--- src/rtl/hm_pkg.sv ---
// Shared definitions for the microcoded machine: control-word bit map,
// opcode encoding and default datapath widths.
package hm_pkg;

   localparam int DEF_DATA_W = 8;
   localparam int DEF_ADDR_W = 4;

   localparam int HLT_B  = 15;
   localparam int AI_B   = 14;
   localparam int AO_B   = 13;
   localparam int BI_B   = 12;
   localparam int MI_B   = 11;
   localparam int RR_B   = 10;
   localparam int RW_B   = 9;
   localparam int II_B   = 8;
   localparam int IO_B   = 7;
   localparam int CI_B   = 6;
   localparam int CO_B   = 5;
   localparam int CE_B   = 4;
   localparam int SUB_B  = 3;
   localparam int ALUO_B = 2;
   localparam int DI_B   = 1;
   localparam int FL_B   = 0;

   localparam logic [15:0] HLT_M  = 16'h8000;
   localparam logic [15:0] AI_M   = 16'h4000;
   localparam logic [15:0] AO_M   = 16'h2000;
   localparam logic [15:0] BI_M   = 16'h1000;
   localparam logic [15:0] MI_M   = 16'h0800;
   localparam logic [15:0] RR_M   = 16'h0400;
   localparam logic [15:0] RW_M   = 16'h0200;
   localparam logic [15:0] II_M   = 16'h0100;
   localparam logic [15:0] IO_M   = 16'h0080;
   localparam logic [15:0] CI_M   = 16'h0040;
   localparam logic [15:0] CO_M   = 16'h0020;
   localparam logic [15:0] CE_M   = 16'h0010;
   localparam logic [15:0] SUB_M  = 16'h0008;
   localparam logic [15:0] ALUO_M = 16'h0004;
   localparam logic [15:0] DI_M   = 16'h0002;
   localparam logic [15:0] FL_M   = 16'h0001;

   typedef enum logic [3:0] {
      NOP      = 4'd0,
      LDA      = 4'd1,
      ADD      = 4'd2,
      SUB      = 4'd3,
      STA      = 4'd4,
      LDI      = 4'd5,
      JMP      = 4'd6,
      JC       = 4'd7,
      JZ       = 4'd8,
      OUT      = 4'd9,
      POWEROFF = 4'd10
   } opcode_t;

   // Field order mirrors the bit map, so a plain cast decodes a control word.
   typedef struct packed {
      logic hlt;
      logic ai;
      logic ao;
      logic bi;
      logic mi;
      logic rr;
      logic rw;
      logic ii;
      logic io;
      logic ci;
      logic co;
      logic ce;
      logic sub;
      logic aluo;
      logic di;
      logic fl;
   } ctrl_t;

   function automatic logic multi_driver(input ctrl_t c);
      return (c.ao & (c.rr | c.io | c.co | c.aluo)) |
             (c.rr & (c.io | c.co | c.aluo)) |
             (c.io & (c.co | c.aluo)) |
             (c.co & c.aluo);
   endfunction

endpackage

--- src/rtl/datapath_core_if.sv ---
// Control-word / program-load / status bundle between the sequencer side
// and the datapath.
interface datapath_core_if
   import hm_pkg::*;
#(
   parameter int DATA_W = DEF_DATA_W,
   parameter int ADDR_W = DEF_ADDR_W
);

   logic [15:0]       ctrl_wrd;
   logic              run;
   logic              prog_we;
   logic [ADDR_W-1:0] prog_addr;
   logic [DATA_W-1:0] prog_data;
   logic [3:0]        command;
   logic [DATA_W-1:0] disp_data;
   logic              disp_valid;
   logic              flag_c;
   logic              flag_z;
   logic              halted;
   logic              bus_err;
   logic [ADDR_W-1:0] pc_out;

   modport master (
      output ctrl_wrd, run, prog_we, prog_addr, prog_data,
      input  command, disp_data, disp_valid, flag_c, flag_z, halted, bus_err, pc_out
   );

   modport slave (
      input  ctrl_wrd, run, prog_we, prog_addr, prog_data,
      output command, disp_data, disp_valid, flag_c, flag_z, halted, bus_err, pc_out
   );

endinterface

--- src/rtl/datapath_core_alu_unit.sv ---
// Combinational add/subtract unit; carry is the extra result bit, so for
// subtraction carry=1 means no borrow.
module alu_unit #(
   parameter int W = 8
) (
   input  logic [W-1:0] a,
   input  logic [W-1:0] b,
   input  logic         sub,
   output logic [W-1:0] result,
   output logic         c,
   output logic         z
);

   logic [W:0] sum;
   logic [W-1:0] b_eff;

   assign b_eff  = sub ? ~b : b;
   assign sum    = {1'b0, a} + {1'b0, b_eff} + {{W{1'b0}}, sub};
   assign result = sum[W-1:0];
   assign c      = sum[W];
   assign z      = (sum[W-1:0] == '0);

endmodule

--- src/rtl/datapath_core.sv ---
// Executes one control word per clock over a single shared bus: registers,
// program/data RAM, ALU and a program-load port used while stopped.
module datapath_core
   import hm_pkg::*;
#(
   parameter int DATA_W = DEF_DATA_W,
   parameter int ADDR_W = DEF_ADDR_W
) (
   input  logic            CLK,
   input  logic            RST_N,
   datapath_core_if.slave  bus_if
);

   localparam int DEPTH = 1 << ADDR_W;

   ctrl_t             cw;
   logic              exec;
   logic [DATA_W-1:0] bus_val;
   logic [DATA_W-1:0] alu_result;
   logic              alu_c;
   logic              alu_z;

   logic [DATA_W-1:0] a_reg;
   logic [DATA_W-1:0] b_reg;
   logic [ADDR_W-1:0] mar_reg;
   logic [DATA_W-1:0] ir_reg;
   logic [ADDR_W-1:0] pc_reg;
   logic [DATA_W-1:0] disp_reg;
   logic              disp_valid_reg;
   logic              flag_c_reg;
   logic              flag_z_reg;
   logic              halted_reg;
   logic              bus_err_reg;

   logic [DATA_W-1:0] ram [0:DEPTH-1];

   assign cw   = ctrl_t'(bus_if.ctrl_wrd);
   assign exec = bus_if.run && !halted_reg;

   alu_unit #(.W(DATA_W)) u_alu (
      .a      (a_reg),
      .b      (b_reg),
      .sub    (cw.sub),
      .result (alu_result),
      .c      (alu_c),
      .z      (alu_z)
   );

   // Priority bus: AO > RR > IO > CO > ALUO, idle bus reads as zero.
   always_comb begin
      bus_val = '0;
      if (cw.ao)
         bus_val = a_reg;
      else if (cw.rr)
         bus_val = ram[mar_reg];
      else if (cw.io)
         bus_val = {{(DATA_W-4){1'b0}}, ir_reg[3:0]};
      else if (cw.co)
         bus_val = {{(DATA_W-ADDR_W){1'b0}}, pc_reg};
      else if (cw.aluo)
         bus_val = alu_result;
   end

   // RAM shares the reset-guarded block so that no write lands on an edge
   // where reset is held; its contents themselves are never cleared.
   always_ff @(posedge CLK or negedge RST_N) begin
      if (!RST_N) begin
         a_reg          <= '0;
         b_reg          <= '0;
         mar_reg        <= '0;
         ir_reg         <= '0;
         pc_reg         <= '0;
         disp_reg       <= '0;
         disp_valid_reg <= 1'b0;
         flag_c_reg     <= 1'b0;
         flag_z_reg     <= 1'b0;
         halted_reg     <= 1'b0;
         bus_err_reg    <= 1'b0;
      end else begin
         disp_valid_reg <= 1'b0;
         if (exec) begin
            if (cw.ai) a_reg   <= bus_val;
            if (cw.bi) b_reg   <= bus_val;
            if (cw.ii) ir_reg  <= bus_val;
            if (cw.mi) mar_reg <= bus_val[ADDR_W-1:0];
            if (cw.rw) ram[mar_reg] <= bus_val;
            if (cw.ci)
               pc_reg <= bus_val[ADDR_W-1:0];
            else if (cw.ce)
               pc_reg <= pc_reg + ADDR_W'(1);
            if (cw.di) begin
               disp_reg       <= bus_val;
               disp_valid_reg <= 1'b1;
            end
            if (cw.fl) begin
               flag_c_reg <= alu_c;
               flag_z_reg <= alu_z;
            end
            if (cw.hlt) halted_reg <= 1'b1;
            if (multi_driver(cw)) bus_err_reg <= 1'b1;
         end else if (!bus_if.run && bus_if.prog_we) begin
            ram[bus_if.prog_addr] <= bus_if.prog_data;
         end
      end
   end

   assign bus_if.command    = ir_reg[DATA_W-1:DATA_W-4];
   assign bus_if.disp_data  = disp_reg;
   assign bus_if.disp_valid = disp_valid_reg;
   assign bus_if.flag_c     = flag_c_reg;
   assign bus_if.flag_z     = flag_z_reg;
   assign bus_if.halted     = halted_reg;
   assign bus_if.bus_err    = bus_err_reg;
   assign bus_if.pc_out     = pc_reg;

endmodule

--- src/flat_wrapper.sv ---
// flat-port wrapper written by rule: the top's interface ports become plain ports
module datapath_core_flat import hm_pkg::*;
#(
   parameter int DATA_W = DEF_DATA_W,
   parameter int ADDR_W = DEF_ADDR_W
)
  (CLK, RST_N, bus_if_ctrl_wrd, bus_if_run, bus_if_prog_we, bus_if_prog_addr, bus_if_prog_data, bus_if_command, bus_if_disp_data, bus_if_disp_valid, bus_if_flag_c, bus_if_flag_z, bus_if_halted, bus_if_bus_err, bus_if_pc_out);
  datapath_core_if #(.DATA_W(DATA_W), .ADDR_W(ADDR_W)) bus_if_i ();
  input  logic CLK;
  input  logic RST_N;
  input wire logic [$bits(bus_if_i.ctrl_wrd)-1:0] bus_if_ctrl_wrd;
  input wire logic [$bits(bus_if_i.run)-1:0] bus_if_run;
  input wire logic [$bits(bus_if_i.prog_we)-1:0] bus_if_prog_we;
  input wire logic [$bits(bus_if_i.prog_addr)-1:0] bus_if_prog_addr;
  input wire logic [$bits(bus_if_i.prog_data)-1:0] bus_if_prog_data;
  output wire logic [$bits(bus_if_i.command)-1:0] bus_if_command;
  output wire logic [$bits(bus_if_i.disp_data)-1:0] bus_if_disp_data;
  output wire logic [$bits(bus_if_i.disp_valid)-1:0] bus_if_disp_valid;
  output wire logic [$bits(bus_if_i.flag_c)-1:0] bus_if_flag_c;
  output wire logic [$bits(bus_if_i.flag_z)-1:0] bus_if_flag_z;
  output wire logic [$bits(bus_if_i.halted)-1:0] bus_if_halted;
  output wire logic [$bits(bus_if_i.bus_err)-1:0] bus_if_bus_err;
  output wire logic [$bits(bus_if_i.pc_out)-1:0] bus_if_pc_out;
  assign bus_if_i.ctrl_wrd = bus_if_ctrl_wrd;
  assign bus_if_i.run = bus_if_run;
  assign bus_if_i.prog_we = bus_if_prog_we;
  assign bus_if_i.prog_addr = bus_if_prog_addr;
  assign bus_if_i.prog_data = bus_if_prog_data;
  assign bus_if_command = bus_if_i.command;
  assign bus_if_disp_data = bus_if_i.disp_data;
  assign bus_if_disp_valid = bus_if_i.disp_valid;
  assign bus_if_flag_c = bus_if_i.flag_c;
  assign bus_if_flag_z = bus_if_i.flag_z;
  assign bus_if_halted = bus_if_i.halted;
  assign bus_if_bus_err = bus_if_i.bus_err;
  assign bus_if_pc_out = bus_if_i.pc_out;
  datapath_core #(.DATA_W(DATA_W), .ADDR_W(ADDR_W)) u_core (.CLK(CLK), .RST_N(RST_N), .bus_if(bus_if_i));
endmodule
--- config.mk ---
export PLATFORM = sky130hd
export DESIGN_NAME = datapath_core_flat
export DESIGN_NICKNAME = d
export VERILOG_FILES = /design/src/rtl/hm_pkg.sv /design/src/rtl/datapath_core_if.sv /design/src/rtl/datapath_core_alu_unit.sv /design/src/rtl/datapath_core.sv /design/src/flat_wrapper.sv
export SDC_FILE = /design/constraint.sdc
export NUM_CORES = 1
export LEC_CHECK = 0
export BUFFER_PORTS_ARGS = -buffer_cell sky130_fd_sc_hd__buf_2
export CORE_MARGIN = 4
export CORE_UTILIZATION = 39
export CTS_CLUSTER_DIAMETER = 100
export CTS_CLUSTER_SIZE = 20
export DETAILED_ROUTE_END_ITERATION = 8
export SLEW_MARGIN = 20
export SYNTH_ARGS = -nofsm -noshare
export SYNTH_HDL_FRONTEND = slang
export SYNTH_SLANG_ARGS = --single-unit
--- constraint.sdc ---
create_clock -name CLK -period 4 [get_ports CLK]
set_clock_uncertainty 0.15 [all_clocks]
set_input_delay 0.2 -clock CLK [delete_from_list [all_inputs] [get_ports CLK]]
set_output_delay 0.2 -clock CLK [all_outputs]
set_load 0.02 [all_outputs]
==> flow_summary.json <==
{
  "power_density_nw_per_um2": 495,
  "dpl.hpwl_um": 13300,
  "antenna_found_initial": 0,
  "post-route-period-util_pct": 91.5,
  "wirelength_um": 19100,
  "cp-start-kind": "flip-flop",
  "arrival_ns": 3.61,
  "num_rows": 51,
  "dpl_cell_area_um2": 8390,
  "drtAntennaViolNets": 0,
  "synth_fp_nets": 572,
  "fin_area_um2": 8980,
  "rr_startpoint": "u_core.b_reg[0]",
  "netlist_top_cells_area": "edfxtp_1 (50%), dfrtp_1 (15%), mux4_2 (7.0%)",
  "wl_per_cell_um": 21.5,
  "syn_to_final_growth_pct": 16.1,
  "instances_no_fill": 886,
  "clkTransAtPathRegs_ns": 0.07,
  "viasPerCell": 5.58,
  "grt_pass1_wl_um": 29500,
  "crit_path_max_fanout": 16,
  "yosysMostFrequentCell": "edfxtp_1",
  "grtUsageTotal_pct": 17.9,
  "yosysWarningCount": 0,
  "grt_pass1_vias": 4918,
  "postCtsResizedCells": 0,
  "dp_cells": 847,
  "cts_made_buffers": 17,
  "htreeDepth": 4,
  "ys_types": 59,
  "setup_viol": 0,
  "crit_end": "u_core.ram[1][6]",
  "drtIter0Drc": 406,
  "fp.coreArea_um2": 19500,
  "synth.avg_cell_area_um2": 14.6,
  "die_area_um2": 22200,
  "diodes": 0,
  "cts_tree": "yes",
  "slew_violations": 0,
  "worstReg2RegEnd": "u_core.ram[1][6]",
  "place_congestion": 0.902,
  "synthArstFlopShare_pct": 26.0,
  "netlist_area_um2": 7740,
  "hold-worst-slack_ns": 0.0530,
  "fin_nets": 650,
  "max-clock-path-buffers": 2,
  "synthCells": 531,
  "crit_required_ns": 3.95,
  "rsz0062_at_grt": "false",
  "synth_edf_count": 128,
  "worst_pin_slew_ns": 1.02,
  "largest_register_ffs": 128,
  "synth-seq-area-share_pct": 64.2,
  "firstDrtPassIters": 5,
  "synth_top_cell_by_area": "edfxtp_1",
  "fp.dieH_um": 149,
  "boundaryPins": 53,
  "ys_top_cells_by_count": "edfxtp_1 (128), nand2_1 (57), dfrtp_1 (45)",
  "synth_flop_cell": "edfxtp_1",
  "criticalPathCategory": "flip-flop to flip-flop",
  "final_core_util_pct": 46.2,
  "overflow": 0,
  "p_leak_uw": 0.00326,
  "portBuffers": 52,
  "largest-register": "u_core.ram",
  "cts_num_sinks": 173,
  "num_vias": 4946,
  "ys_seq_elements": 173,
  "status": "finished clean",
  "max_freq_mhz": 273,
  "vdd_drop_max_mv": 0.292,
  "ctsRootBufferMaster": "clkbuf_16",
  "hold_violations": 0,
  "drc_errors": 0,
  "r2r_cells": 8,
  "drive_above_1_share_pct": 23.0,
  "grt_start_max_net_pins": 27,
  "clk-insertion-delay-late_ns": 0.43,
  "fin_crit_ns": 3.66,
  "rrSetupSlack_ns": 0.34,
  "hold_class": "input port to flip-flop",
  "fp.dieW_um": 149,
  "start_util_pct": 39.7,
  "maxCapViolCount": 0,
  "fin_setup_tns_ns": 0,
  "cp-startpoint": "u_core.b_reg[0]",
  "end_kind": "flip-flop",
  "synth_top_area_share_pct": 49.7,
  "slew_headroom_pct": 31.6
}
==> cell usage in the layout (no fill, tap or decap), drive strengths merged, types with 3 or more instances in the layout <==
cell and n:
o31ai 9, nand2b 5, dfrtp 45, inv 10
edfxtp 128, nor3 6, clkbuf 17, nand2 57
buf 81, mux4 36, a21oi 23, o21ai 41
a21o 3, ha 8, a31oi 10, nor3b 5
nand3 3, nand3b 3, nor2b 4, nand4 3
mux2 3, nor2 42, xnor2 4, mux2i 7
xor2 8, a211oi 5, dlygate4sd3 8, or3 3
clkinv 10, nor4 5
==> repair_timing <==
action	in CTS	in global routing
endpoints found under the hold margin	52	0
buffers inserted	0	0
hold buffers	8	0
endpoints found under the setup margin	0	0
==> worst min path at each step <==
stage	depth (start not counted)	startpoint	slack, ns	end
3_5_place_dp	1	RST_N	-0.13	u_core.ir_reg[3]
3_3_place_gp	1	RST_N	-0.13	u_core.ir_reg[3]
4_1_cts	4	bus_if_ctrl_wrd[4]	0.04	u_core.bus_if.pc_out[3]
6_report	4	bus_if_ctrl_wrd[4]	0.05	u_core.bus_if.pc_out[3]
2_1_floorplan	0	RST_N	-0.25	u_core.a_reg[0]
5_1_grt	4	bus_if_ctrl_wrd[4]	0.09	u_core.bus_if.pc_out[3]
==> final cells by class <==
| class | count | area [um^2] |
|---|---|---|
| Clock buffer | 17 | 425 |
| Clock inverter | 14 | 93.8 |
| Fill cell | 1689 | 10500 |
| Inverter | 6 | 22.5 |
| Multi-Input combinational cell | 322 | 2570 |
| Sequential cell | 173 | 4970 |
| Tap cell | 265 | 332 |
| Timing Repair Buffer | 89 | 571 |
==> through the flow <==
| stage | worst slack, ns | total power (uW) |
|---|---|---|
| floorplan | 0.828 | 2750 |
| global placement | 0.444 | 2980 |
| detailed placement | 0.358 | 3000 |
| CTS | 0.342 | 4480 |
| global route | 0.0301 | 4660 |
| finish | 0.342 | 4450 |
==> kinds of logic (layout without fill, tap and decap cells) <==
logic type      Yosys count  in the layout  synth area share (%)
simple gates            142            142                  8.47
xor+xnor                 12             12                  1.36
buf+inv                  36            126                  2.54
compound gates          113            113                  9.33
mux                      46             46                  12.5
fa+ha+maj                 9              9                  1.55
flops                   173            173                  64.2
==> where the power goes <==
part	internal, uW	switching, uW	leakage, uW
logic	343	455	0.00126
clock network	790	686	0.000256
registers	2070	107	0.00174
==> routing by layer <==
metal	track usage [%]	part of all wire, %	vias up
met5	0	0	-
met4	6.00	2.2	0
met3	5.07	8.4	34
met2	28.3	47	209
met1	24.1	42	2476
li1	-	-	2227
==> critical path, cell delays in order, from the launching register on <==
cell,delay (ns)
dfrtp_1,0.38
mux2_2,0.39
fa_1,0.44
a211o_1,0.35
a211oi_1,0.32
nor3b_1,0.12
o31ai_1,0.31
mux2i_2,0.16
o21ai_1,0.71
Note: power is estimated with default switching activity, not from simulation.
